File: src/rtl/pipe_controller_mc.sv
// Pipelined control unit for the 5-stage CPU with a multi-cycle DIV/MOD sequencer.
// Decodes the D-stage instruction slice and carries control through E/M/W.
// Flags are evaluated in E. DIV/MOD stay in E for DIV_CYCLES cycles while MCBusy stalls F/D/E.
//
// Field map of InstrD (instruction bits [25:14]):
//   [11]    cond  (1 = execute only when Z is set)
//   [10:9]  op
//   [8]     I / immediate operand (data-processing)
//   [7:5]   cmd   (000 ADD, 001 SUB, 010 MUL, 011 DIV, 100 MOD, 101 MOV, 110 EQV)
//   [4]     S for data-processing, L for memory (1 = GET)
//   [3:0]   Rd
module pipe_controller_mc #(
    parameter int          ALUCTRL_W  = 3,
    parameter int          FLAG_W     = 4,
    parameter int          DIV_CYCLES = 8,
    parameter logic [3:0]  PC_IDX     = 4'b1001
) (
    input  logic                 clk,
    input  logic                 reset,
    input  logic [11:0]          InstrD,
    input  logic [FLAG_W-1:0]    ALUFlagsE,
    input  logic                 FlushE,
    output logic [1:0]           RegSrcD,
    output logic [1:0]           ImmSrcD,
    output logic                 ALUSrcE,
    output logic [ALUCTRL_W-1:0] ALUControlE,
    output logic                 BranchTakenE,
    output logic                 MCStartE,
    output logic                 MCBusy,
    output logic                 MemtoRegE,
    output logic                 MemWriteM,
    output logic                 RegWriteM,
    output logic                 MemtoRegW,
    output logic                 RegWriteW,
    output logic                 PCSrcW,
    output logic                 PCWrPendingF
);

    localparam int         Z_IDX   = FLAG_W - 2;
    localparam logic [2:0] CMD_ADD = 3'b000;
    localparam logic [2:0] CMD_SUB = 3'b001;
    localparam logic [2:0] CMD_MUL = 3'b010;
    localparam logic [2:0] CMD_DIV = 3'b011;
    localparam logic [2:0] CMD_MOD = 3'b100;
    localparam logic [2:0] CMD_MOV = 3'b101;
    localparam logic [2:0] CMD_EQV = 3'b110;

    typedef enum logic [1:0] {
        ST_IDLE = 2'b00,
        ST_BUSY = 2'b01,
        ST_DONE = 2'b10
    } mc_state_t;

    // D-stage decode signals
    logic [1:0]           reg_src_d_s;
    logic [1:0]           imm_src_d_s;
    logic                 alu_src_d_s;
    logic                 mem_to_reg_d_s;
    logic                 reg_write_d_s;
    logic                 mem_write_d_s;
    logic                 branch_d_s;
    logic                 alu_op_d_s;
    logic [ALUCTRL_W-1:0] alu_ctrl_d_s;
    logic [1:0]           flag_write_d_s;
    logic                 no_write_d_s;
    logic                 mc_op_d_s;
    logic                 pc_src_d_s;

    // E-stage registers
    logic                 alu_src_e_r;
    logic [ALUCTRL_W-1:0] alu_ctrl_e_r;
    logic                 mem_to_reg_e_r;
    logic                 reg_write_e_r;
    logic                 mem_write_e_r;
    logic                 branch_e_r;
    logic                 pc_src_e_r;
    logic [1:0]           flag_write_e_r;
    logic                 cond_e_r;
    logic                 no_write_e_r;
    logic                 mc_op_e_r;
    logic [FLAG_W-1:0]    flags_e_r;

    // M/W-stage registers
    logic                 mem_to_reg_m_r;
    logic                 reg_write_m_r;
    logic                 mem_write_m_r;
    logic                 pc_src_m_r;
    logic                 mem_to_reg_w_r;
    logic                 reg_write_w_r;
    logic                 pc_src_w_r;

    // Sequencer
    mc_state_t            state_r;
    mc_state_t            state_n_s;
    logic [7:0]           cnt_r;
    logic [7:0]           cnt_n_s;
    logic                 mc_trig_s;
    logic                 mc_start_s;
    logic                 mc_busy_s;

    // E-stage evaluation
    logic                 cond_ex_e_s;
    logic                 commit_e_s;
    logic                 flag_upd_s;
    logic [FLAG_W-1:0]    flag_mask_s;

    // Main decoder: op selects the control word
    always_comb begin
        {reg_src_d_s, imm_src_d_s, alu_src_d_s, mem_to_reg_d_s,
         reg_write_d_s, mem_write_d_s, branch_d_s, alu_op_d_s} = 10'b00_00_0_0_0_0_0_0;
        case (InstrD[10:9])
            2'b00: begin
                if (InstrD[8]) begin
                    {reg_src_d_s, imm_src_d_s, alu_src_d_s, mem_to_reg_d_s,
                     reg_write_d_s, mem_write_d_s, branch_d_s, alu_op_d_s} = 10'b00_00_1_0_1_0_0_1;
                end else begin
                    {reg_src_d_s, imm_src_d_s, alu_src_d_s, mem_to_reg_d_s,
                     reg_write_d_s, mem_write_d_s, branch_d_s, alu_op_d_s} = 10'b00_00_0_0_1_0_0_1;
                end
            end
            2'b10: begin
                if (InstrD[4]) begin
                    {reg_src_d_s, imm_src_d_s, alu_src_d_s, mem_to_reg_d_s,
                     reg_write_d_s, mem_write_d_s, branch_d_s, alu_op_d_s} = 10'b00_01_1_1_1_0_0_0;
                end else begin
                    {reg_src_d_s, imm_src_d_s, alu_src_d_s, mem_to_reg_d_s,
                     reg_write_d_s, mem_write_d_s, branch_d_s, alu_op_d_s} = 10'b10_01_1_1_0_1_0_0;
                end
            end
            2'b01: begin
                {reg_src_d_s, imm_src_d_s, alu_src_d_s, mem_to_reg_d_s,
                 reg_write_d_s, mem_write_d_s, branch_d_s, alu_op_d_s} = 10'b01_10_1_0_0_0_1_0;
            end
            default: begin
                {reg_src_d_s, imm_src_d_s, alu_src_d_s, mem_to_reg_d_s,
                 reg_write_d_s, mem_write_d_s, branch_d_s, alu_op_d_s} = 10'b00_00_0_0_0_0_0_0;
            end
        endcase
    end

    // ALU decoder: operation, flag-write mask, EQV write squash and multi-cycle marker
    always_comb begin
        alu_ctrl_d_s   = ALUCTRL_W'(CMD_ADD);
        flag_write_d_s = 2'b00;
        no_write_d_s   = 1'b0;
        mc_op_d_s      = 1'b0;
        if (alu_op_d_s) begin
            flag_write_d_s = {InstrD[4], InstrD[4] & (InstrD[7:5] != CMD_MOV)};
            case (InstrD[7:5])
                CMD_ADD: alu_ctrl_d_s = ALUCTRL_W'(CMD_ADD);
                CMD_SUB: alu_ctrl_d_s = ALUCTRL_W'(CMD_SUB);
                CMD_MUL: alu_ctrl_d_s = ALUCTRL_W'(CMD_MUL);
                CMD_DIV: begin
                    alu_ctrl_d_s = ALUCTRL_W'(CMD_DIV);
                    mc_op_d_s    = 1'b1;
                end
                CMD_MOD: begin
                    alu_ctrl_d_s = ALUCTRL_W'(CMD_MOD);
                    mc_op_d_s    = 1'b1;
                end
                CMD_MOV: alu_ctrl_d_s = ALUCTRL_W'(CMD_MOV);
                CMD_EQV: begin
                    // compare-only: subtract for the flags, never write Rd
                    alu_ctrl_d_s = ALUCTRL_W'(CMD_SUB);
                    no_write_d_s = 1'b1;
                end
                default: alu_ctrl_d_s = ALUCTRL_W'(CMD_ADD);
            endcase
        end else begin
            alu_ctrl_d_s   = ALUCTRL_W'(CMD_ADD);
            flag_write_d_s = 2'b00;
        end
    end

    assign pc_src_d_s = ((InstrD[3:0] == PC_IDX) & reg_write_d_s & ~no_write_d_s) | branch_d_s;

    // E-stage evaluation: condition, commit qualifier and flag-write mask
    assign cond_ex_e_s = ~cond_e_r | flags_e_r[Z_IDX];
    assign commit_e_s  = cond_ex_e_s & ~mc_busy_s;
    assign flag_upd_s  = cond_ex_e_s & (|flag_write_e_r) & ~mc_busy_s;
    assign flag_mask_s = {{(FLAG_W/2){flag_write_e_r[1]}}, {(FLAG_W - FLAG_W/2){flag_write_e_r[0]}}};
    assign mc_trig_s   = mc_op_e_r & (reg_write_e_r | (|flag_write_e_r)) & ~FlushE;

    // Sequencer next state: start pulse, busy window, one DONE cycle to commit
    always_comb begin
        state_n_s  = state_r;
        cnt_n_s    = cnt_r;
        mc_start_s = 1'b0;
        mc_busy_s  = 1'b0;
        case (state_r)
            ST_IDLE: begin
                if (mc_trig_s) begin
                    mc_start_s = 1'b1;
                    mc_busy_s  = 1'b1;
                    cnt_n_s    = 8'(DIV_CYCLES - 2);
                    state_n_s  = (DIV_CYCLES > 2) ? ST_BUSY : ST_DONE;
                end else begin
                    state_n_s = ST_IDLE;
                end
            end
            ST_BUSY: begin
                mc_busy_s = 1'b1;
                cnt_n_s   = cnt_r - 8'd1;
                // leave once the decremented count reaches zero
                if (cnt_r <= 8'd1) begin
                    state_n_s = ST_DONE;
                end else begin
                    state_n_s = ST_BUSY;
                end
            end
            ST_DONE: begin
                state_n_s = ST_IDLE;
            end
            default: begin
                state_n_s = ST_IDLE;
                cnt_n_s   = 8'd0;
            end
        endcase
        if (FlushE) begin
            state_n_s = ST_IDLE;
            cnt_n_s   = 8'd0;
        end else begin
            state_n_s = state_n_s;
        end
    end

    // Sequencer state and counter registers
    always_ff @(posedge clk) begin
        if (!reset) begin
            state_r <= ST_IDLE;
            cnt_r   <= 8'd0;
        end else begin
            state_r <= state_n_s;
            cnt_r   <= cnt_n_s;
        end
    end

    // E-stage control registers: flush clears, multi-cycle busy holds
    always_ff @(posedge clk) begin
        if (!reset || FlushE) begin
            alu_src_e_r    <= 1'b0;
            alu_ctrl_e_r   <= '0;
            mem_to_reg_e_r <= 1'b0;
            reg_write_e_r  <= 1'b0;
            mem_write_e_r  <= 1'b0;
            branch_e_r     <= 1'b0;
            pc_src_e_r     <= 1'b0;
            flag_write_e_r <= 2'b00;
            cond_e_r       <= 1'b0;
            no_write_e_r   <= 1'b0;
            mc_op_e_r      <= 1'b0;
        end else if (!mc_busy_s) begin
            alu_src_e_r    <= alu_src_d_s;
            alu_ctrl_e_r   <= alu_ctrl_d_s;
            mem_to_reg_e_r <= mem_to_reg_d_s;
            reg_write_e_r  <= reg_write_d_s;
            mem_write_e_r  <= mem_write_d_s;
            branch_e_r     <= branch_d_s;
            pc_src_e_r     <= pc_src_d_s;
            flag_write_e_r <= flag_write_d_s;
            cond_e_r       <= InstrD[11];
            no_write_e_r   <= no_write_d_s;
            mc_op_e_r      <= mc_op_d_s;
        end
    end

    // Condition flags: masked update from the ALU when the E instruction commits
    always_ff @(posedge clk) begin
        if (!reset) begin
            flags_e_r <= '0;
        end else if (flag_upd_s) begin
            flags_e_r <= (flags_e_r & ~flag_mask_s) | (ALUFlagsE & flag_mask_s);
        end
    end

    // M and W pipeline registers; M takes a bubble while the sequencer is busy
    always_ff @(posedge clk) begin
        if (!reset) begin
            mem_to_reg_m_r <= 1'b0;
            reg_write_m_r  <= 1'b0;
            mem_write_m_r  <= 1'b0;
            pc_src_m_r     <= 1'b0;
            mem_to_reg_w_r <= 1'b0;
            reg_write_w_r  <= 1'b0;
            pc_src_w_r     <= 1'b0;
        end else begin
            mem_to_reg_m_r <= mem_to_reg_e_r & ~mc_busy_s;
            reg_write_m_r  <= reg_write_e_r & ~no_write_e_r & commit_e_s;
            mem_write_m_r  <= mem_write_e_r & commit_e_s;
            pc_src_m_r     <= pc_src_e_r & commit_e_s;
            mem_to_reg_w_r <= mem_to_reg_m_r;
            reg_write_w_r  <= reg_write_m_r;
            pc_src_w_r     <= pc_src_m_r;
        end
    end

    // D-stage outputs are forced quiet while reset is held
    assign RegSrcD      = reset ? reg_src_d_s : 2'b00;
    assign ImmSrcD      = reset ? imm_src_d_s : 2'b00;
    assign ALUSrcE      = alu_src_e_r;
    assign ALUControlE  = alu_ctrl_e_r;
    assign BranchTakenE = branch_e_r & cond_ex_e_s;
    assign MCStartE     = mc_start_s;
    assign MCBusy       = mc_busy_s;
    assign MemtoRegE    = mem_to_reg_e_r;
    assign MemWriteM    = mem_write_m_r;
    assign RegWriteM    = reg_write_m_r;
    assign MemtoRegW    = mem_to_reg_w_r;
    assign RegWriteW    = reg_write_w_r;
    assign PCSrcW       = pc_src_w_r;
    assign PCWrPendingF = (pc_src_d_s & reset) | pc_src_e_r | pc_src_m_r;

endmodule

File: config.mk
export PLATFORM = sky130hd
export DESIGN_NAME = pipe_controller_mc
export DESIGN_NICKNAME = d
export VERILOG_FILES = /design/src/rtl/pipe_controller_mc.sv
export SDC_FILE = /design/constraint.sdc
export NUM_CORES = 1
export LEC_CHECK = 0
export ABC_AREA = 1
export BUFFER_PORTS_ARGS = -buffer_cell sky130_fd_sc_hd__buf_2
export CAP_MARGIN = 10
export CORE_MARGIN = 2
export CORE_UTILIZATION = 57
export DETAILED_ROUTE_END_ITERATION = 8
export GPL_ROUTABILITY_DRIVEN = 0
export PLACE_DENSITY = 0.93
export SLEW_MARGIN = 20
export SYNTH_ARGS = -nofsm -noshare
export SYNTH_HDL_FRONTEND = slang
export SYNTH_SLANG_ARGS = --single-unit
File: constraint.sdc
create_clock -name clk -period 4.3 [get_ports clk]
set_clock_uncertainty 0.2 [all_clocks]
set_input_delay 1.075 -clock clk [delete_from_list [all_inputs] [get_ports clk]]
set_output_delay 1.075 -clock clk [all_outputs]
set_load 0.01 [all_outputs]
==> impl_metrics.py, run 1 <==
metrics = {
    "critical_path": {
        "crit_arrival_ns": 2.17,
        "crit_buf_inv": 4,
        "critPathRequiredTime_ns": 3.02,
        "crit_path_end_kind": "output port",
        "crit_family": "buffers and inverters",
        "slowest_delay_ns": 0.25,
        "crit_chain": "buf_2 > inv_1 > ha_1 > inv_1 > nand2_1 > nand3_1 > nand2_1 > nand2_1 > nand2_1 > buf_2",
        "cp_slowest_cell": "ha_1",
        "cp_common_cell": "nand2_1",
        "worstSetupPathType": "primary input to output port",
        "start_kind": "primary input",
        "cp_max_fo": 4,
    },
    "sta": {
        "setup_viol": 0,
        "worstMarginPinSlew_ns": 0.3928,
        "tns_ns": 0,
        "period_share_pct": 80.10,
        "period_minus_slack_ns": 3.444,
        "relSlewSlack_pct": 73.79,
        "final_hold_viol_count": 0,
        "max_freq_mhz": 290.3,
        "grt_setup_unrepaired": "false",
        "maxSlewViolCount": 0,
    },
    "floorplan": {
        "start_util_pct": 58.92,
        "core_um2": 2686,
        "die-area_um2": 3214,
        "fp.dieW_um": 56.70,
        "dieHeight_um": 56.70,
        "core.rowCount": 19,
        "ioPinCount": 37,
    },
    "synthesis": {
        "synthDistinctLibCells": 28,
        "synth_top_area_share_pct": 40.47,
        "synthCells": 217,
        "yosysWarningCount": 0,
        "yosys-top-cells-area": "dfxtp_1 (40%), nand2_1 (10%), inv_1 (7.6%)",
        "synth_seq_cells": 32,
        "synth.area.mux_share_pct": 0,
        "synthAdderAreaFrac_pct": 4.743,
        "synth_compound_area_share_pct": 14.31,
        "synth-simple-area-share_pct": 28.70,
        "synth_top_family_by_area": "simple AND/OR/NAND/NOR gates",
        "syn_nets": 242,
        "yosys.area.top_type": "dfxtp_1",
        "synth.cell_area_um2": 1583,
        "ys_seq_area_share_pct": 40.47,
        "synth_xor_area_share_pct": 0,
        "avgSynthCellArea_um2": 7.294,
    },
    "power": {
        "power_density_nw_per_um2": 284.7,
        "intPower_w": 0.0003780,
        "power.leakage_nw": 0.9249,
        "switchingPower_w": 0.0001282,
        "p_comb_share_pct": 9.1,
        "finalPower_w": 0.0005063,
        "ir_drop_v": 0.0003035,
        "pwr-share-seq_pct": 59.7,
        "power_frac_clock_pct": 31.2,
        "switching_share_pct": 25.33,
    },
    "grt": {
        "track_usage_pct": 21.09,
        "grt_pass1_wl_mm": 5.340,
        "grt_overflow": 0,
        "grt_max_degree": 21,
        "antenna_found_initial": 0,
        "grt_pass1_vias": 1332,
    },
    "drt": {
        "wirelength_mm": 3.135,
        "drcViolationCount": 0,
        "wl_per_cell_um": 11.08,
        "drt_iter0_markers": 33,
        "viasPerCell": 5.035,
        "ant_nets": 0,
        "vias": 1425,
        "first_pass_iters": 4,
    },
    "placement": {
        "io_buffers": 33,
        "dpl.hpwl_mm": 2.295,
    },
    "cts": {
        "clock-sinks": 32,
        "htree_levels": 2,
        "cts_buffer_depth": 2,
        "cts_tree": "yes",
        "post_cts_resize_count": 0,
        "numCtsBuffers": 5,
        "hold_buffers": 0,
        "post-cts-setup-buffers": 0,
        "root_buffer": "clkbuf_4",
        "clkTransAtPathRegs_ns": 0.09,
        "clock_latency_ns": 0.33,
    },
    "layout": {
        "final_common_cell": "nand2_1",
        "drive_above_1_share_pct": 21.03,
        "mostFrequentLayoutCells": "nand2_1 (44), buf_2 (33), dfxtp_1 (32), inv_1 (32), nor2_1 (29)",
        "seqCellArea_um2": 640.6,
        "multi_input_area_um2": 755.7,
        "antennaDiodeCount": 0,
        "syn_to_final_growth_pct": 12.33,
        "fillerInstances": 224,
        "fin_nets": 277,
    },
    "hold_path": {
        "worstHoldPathType": "register to register",
    },
    "run_status": {
        "status": "finished, final reports clean",
    },
    "flow_run": {
        "drv_cap": 0,
    },
}
-- final cells by class --
cell class,count,share of cell area (%)
multi-input combinational,146,42.51
sequential,32,36.03
timing repair buffer,34,9.711
inverter,33,6.967
clock buffer,6,2.322
tap,31,2.182
clock inverter,1,0.2815
-- cells by family after synthesis --
| group | count (synthesis) |
|---|---|
| AOI/OAI and AO/OA | 38 |
| adders and majority gates | 6 |
| buffers and inverters | 39 |
| DFF | 32 |
| and+or+nand+nor | 102 |
-- per-layer routing --
layer  routed length, um  vias to the layer above  share of wire [%]  global-route usage, %
li1                    -                      757                  -                      -
met1                1344                      613                 43                  24.43
met2                1518                       46                 48                  35.38
met3                 210                        9                6.7                  6.221
met4                  63                        0                2.0                  9.864
met5                   0                        -                  0                      0
-- worst register-to-register path, stage by stage, from the launching register on --
cell	delay [ns]
dfxtp_1	0.36
nand2_1	0.21
nand2_4	0.30
inv_2	0.16
o21ai_0	0.21
nor2_1	0.06
-- synthesized netlist by cell type --
cell and count:
a21boi_0 1, a21oi_1 11, a21oi_2 3, a31oi_1 2, a31oi_4 1, buf_1 1
buf_12 2, buf_4 2, clkbuf_1 1, dfxtp_1 32, ha_1 6, inv_1 32
inv_2 1, nand2_1 44, nand2_2 2, nand2_4 2, nand3_1 11, nand4_1 3
nor2_1 29, nor2_2 1, nor2_4 2, nor3_1 6, nor4_1 1, o21ai_0 17
o21ai_1 1, o21bai_1 1, o22ai_1 1, or2_2 1
-- power groups by stage --
stage	Clock [W]	Sequential [W]	Combinational [W]
2_1_floorplan	0	0.000310	0.0000271
3_3_place_gp	0	0.000309	0.0000444
3_5_place_dp	0	0.000309	0.0000457
4_1_cts	0.000161	0.000302	0.0000459
5_1_grt	0.000177	0.000303	0.0000518
6_report	0.000158	0.000302	0.0000459
-- state kept, by name, indices dropped and copies added, names as in the netlist, 2 cells and up, named ones only --
name	cells
flag_write_e_r	2
ALUControlE	3
cnt_r	8
state_r	2
-- final timing paths --
kind / slack, ns / to / startpoint / cells after the start
hold / removal: 0.22 / MemtoRegW$_SDFF_PN0_ / mem_to_reg_m_r$_SDFF_PN0_ / 2
setup / recovery: 0.86 / PCWrPendingF / InstrD[9] / 10
hold reg to reg: 0.22 / MemtoRegW$_SDFF_PN0_ / mem_to_reg_m_r$_SDFF_PN0_ / 2
setup reg to reg: 2.70 / pc_src_e_r$_SDFFE_PP0N_ / state_r[0]$_SDFF_PP0_ / 5
-- metrics by stage --
stage / cell area [um2] / hold WS, ns / util, % / worst slack [ns] / std cells
floorplan: 1583 / 0.1905 / - / 1.168 / 217
global placement: 1732 / 0.2005 / 64.46 / 0.8802 / 276
detailed placement: 1732 / 0.1977 / 64.46 / 0.8638 / 276
CTS: 1778 / 0.2192 / 66.19 / 0.8603 / 283
global route: 1778 / 0.2505 / 66.19 / 0.7228 / 283
finish: 1778 / 0.2201 / 66.19 / 0.8558 / 283
Power figures use the tool's default switching activity.
==> run 2: changes to the inputs <==
Settings changed: CORE_UTILIZATION 57 to 47, PLACE_DENSITY 0.93 to 0.83.
Clock period 4.3 ns to 2.9 ns, I/O delays scaled along.
==> impl_metrics.py, run 2 (same netlist as run 1, synthesis figures left out) <==
metrics = {
    "cts": {
        "htree_levels": 2,
        "cts_tree": "yes",
        "clkTransAtPathRegs_ns": 0.09,
        "root_buffer": "clkbuf_4",
        "hold_buffers": 0,
        "clock-sinks": 32,
        "post-cts-setup-buffers": 0,
        "cts_buffer_depth": 2,
        "post_cts_resize_count": 0,
        "clock_latency_ns": 0.33,
        "numCtsBuffers": 5,
    },
    "power": {
        "switchingPower_w": 0.0001945,
        "switching_share_pct": 24.89,
        "ir_drop_v": 0.0001368,
        "power_density_nw_per_um2": 431.2,
        "p_comb_share_pct": 8.6,
        "intPower_w": 0.0005867,
        "power_frac_clock_pct": 33.9,
        "pwr-share-seq_pct": 57.4,
        "power.leakage_nw": 0.9348,
    },
    "layout": {
        "final_cells": 299,
        "final_common_cell": "nand2_1",
        "mostFrequentLayoutCells": "nand2_1 (44), buf_2 (33), dfxtp_1 (32), inv_1 (32), nor2_1 (29)",
        "antennaDiodeCount": 0,
        "top_register": "cnt_r",
        "multi_input_area_um2": 755.7,
        "largest_register_ffs": 8,
        "drive_above_1_share_pct": 21.74,
        "syn_to_final_growth_pct": 14.47,
        "seqCellArea_um2": 640.6,
        "fillerInstances": 333,
        "fin_nets": 277,
    },
    "floorplan": {
        "start_util_pct": 48.19,
        "dieHeight_um": 62.03,
        "die-area_um2": 3848,
        "ioPinCount": 37,
        "core.rowCount": 21,
        "fp.dieW_um": 62.03,
        "core_um2": 3284,
    },
    "drt": {
        "wirelength_mm": 3.088,
        "met3WireLength_um": 148,
        "drt_iter0_markers": 69,
        "top_layer": "met4",
        "vias": 1421,
        "drcViolationCount": 0,
        "wl_per_cell_um": 10.33,
        "met2_length_mm": 1.412,
        "first_pass_iters": 4,
        "viasPerCell": 4.753,
        "ant_nets": 0,
        "wl_met1_mm": 1.490,
    },
    "hold_path": {
        "worstHoldPathType": "register to register",
    },
    "placement": {
        "dpl.hpwl_mm": 2.320,
        "io_buffers": 33,
        "dp_cells": 291,
    },
    "sta": {
        "period_minus_slack_ns": 2.752,
        "relSlewSlack_pct": 73.65,
        "max_freq_mhz": 363.4,
        "grt_setup_unrepaired": "false",
        "worstMarginPinSlew_ns": 0.3949,
        "final_hold_viol_count": 0,
        "setup_viol": 0,
        "tns_ns": 0,
        "period_share_pct": 94.88,
        "maxSlewViolCount": 0,
    },
    "grt": {
        "antenna_found_initial": 0,
        "track_usage_pct": 17.02,
        "grt_overflow": 0,
        "grt_pass1_wl_mm": 4.795,
        "grt_max_degree": 21,
        "grt_pass1_vias": 1132,
    },
    "critical_path": {
        "start_kind": "primary input",
        "crit_arrival_ns": 1.83,
        "worstSetupPathType": "primary input to output port",
        "cp_max_fo": 4,
        "crit_path_end_kind": "output port",
        "critPathRequiredTime_ns": 1.98,
    },
    "flow_run": {
        "drv_cap": 0,
    },
    "run_status": {
        "status": "finished, final reports clean",
    },
}
-- run 2: cell count changes in the layout (fill, tap and decap cells not counted) --
cell,change
clkbuf_8,+1
clkinv_2,+1
clkbuf_1,-1
-- run 2: final cells by class --
type / instances / share of cell area [%]
multi-input cells: 146 / 41.71
flip-flops and latches: 32 / 35.36
repair buffers: 34 / 9.530
inverters: 33 / 6.837
well taps: 46 / 3.177
clock buffers: 6 / 2.831
clock inverters: 2 / 0.5525
-- run 2: critical path, stage by stage --
cell and delay (ns):
buf_2 0.11, inv_1 0.07, ha_1 0.25, inv_1 0.14
nand2_1 0.11, nand3_1 0.09, nand2_1 0.10, nand2_1 0.06
nand2_1 0.05, buf_2 0.12
-- run 2: final timing paths --
kind / from / to / slack (ns) / cells past startpoint
max: InstrD[9] / PCWrPendingF / 0.15 / 10
min: mem_to_reg_m_r$_SDFF_PN0_ / MemtoRegW$_SDFF_PN0_ / 0.23 / 2
max reg2reg: state_r[1]$_SDFF_PP0_ / ALUControlE[2]$_SDFFE_PP0N_ / 1.35 / 8
min reg2reg: mem_to_reg_m_r$_SDFF_PN0_ / MemtoRegW$_SDFF_PN0_ / 0.23 / 2
-- run 2: power by group through the flow --
stage / Sequential [W] / Clock, W / Combinational [W]
floorplan: 0.000459 / 0 / 0.0000402
finish: 0.000449 / 0.000265 / 0.0000675
global route: 0.000450 / 0.000285 / 0.0000777
CTS: 0.000449 / 0.000269 / 0.0000679
global placement: 0.000458 / 0 / 0.0000662
detailed placement: 0.000459 / 0 / 0.0000677
-- run 2: per-layer routing --
metal  GRT usage (%)  vias to the layer above
li1                -                      760
met1           23.42                      621
met2           25.15                       36
met3           3.106                        4
met4           9.119                        0
met5               0                        -
-- run 2: through the flow --
stage,area (um2),total power [W],hold WS [ns],setup slack [ns],util (%)
4_1_cts,1812,0.0007852,0.2308,0.1514,55.16
5_1_grt,1812,0.0008126,0.2757,0.01667,55.16
6_report,1812,0.0007812,0.2290,0.1484,55.16
3_5_place_dp,1750,0.0005264,0.2107,0.1527,53.30
2_1_floorplan,1583,0.0004997,0.1905,0.4677,-
3_3_place_gp,1750,0.0005246,0.1952,0.1847,53.30
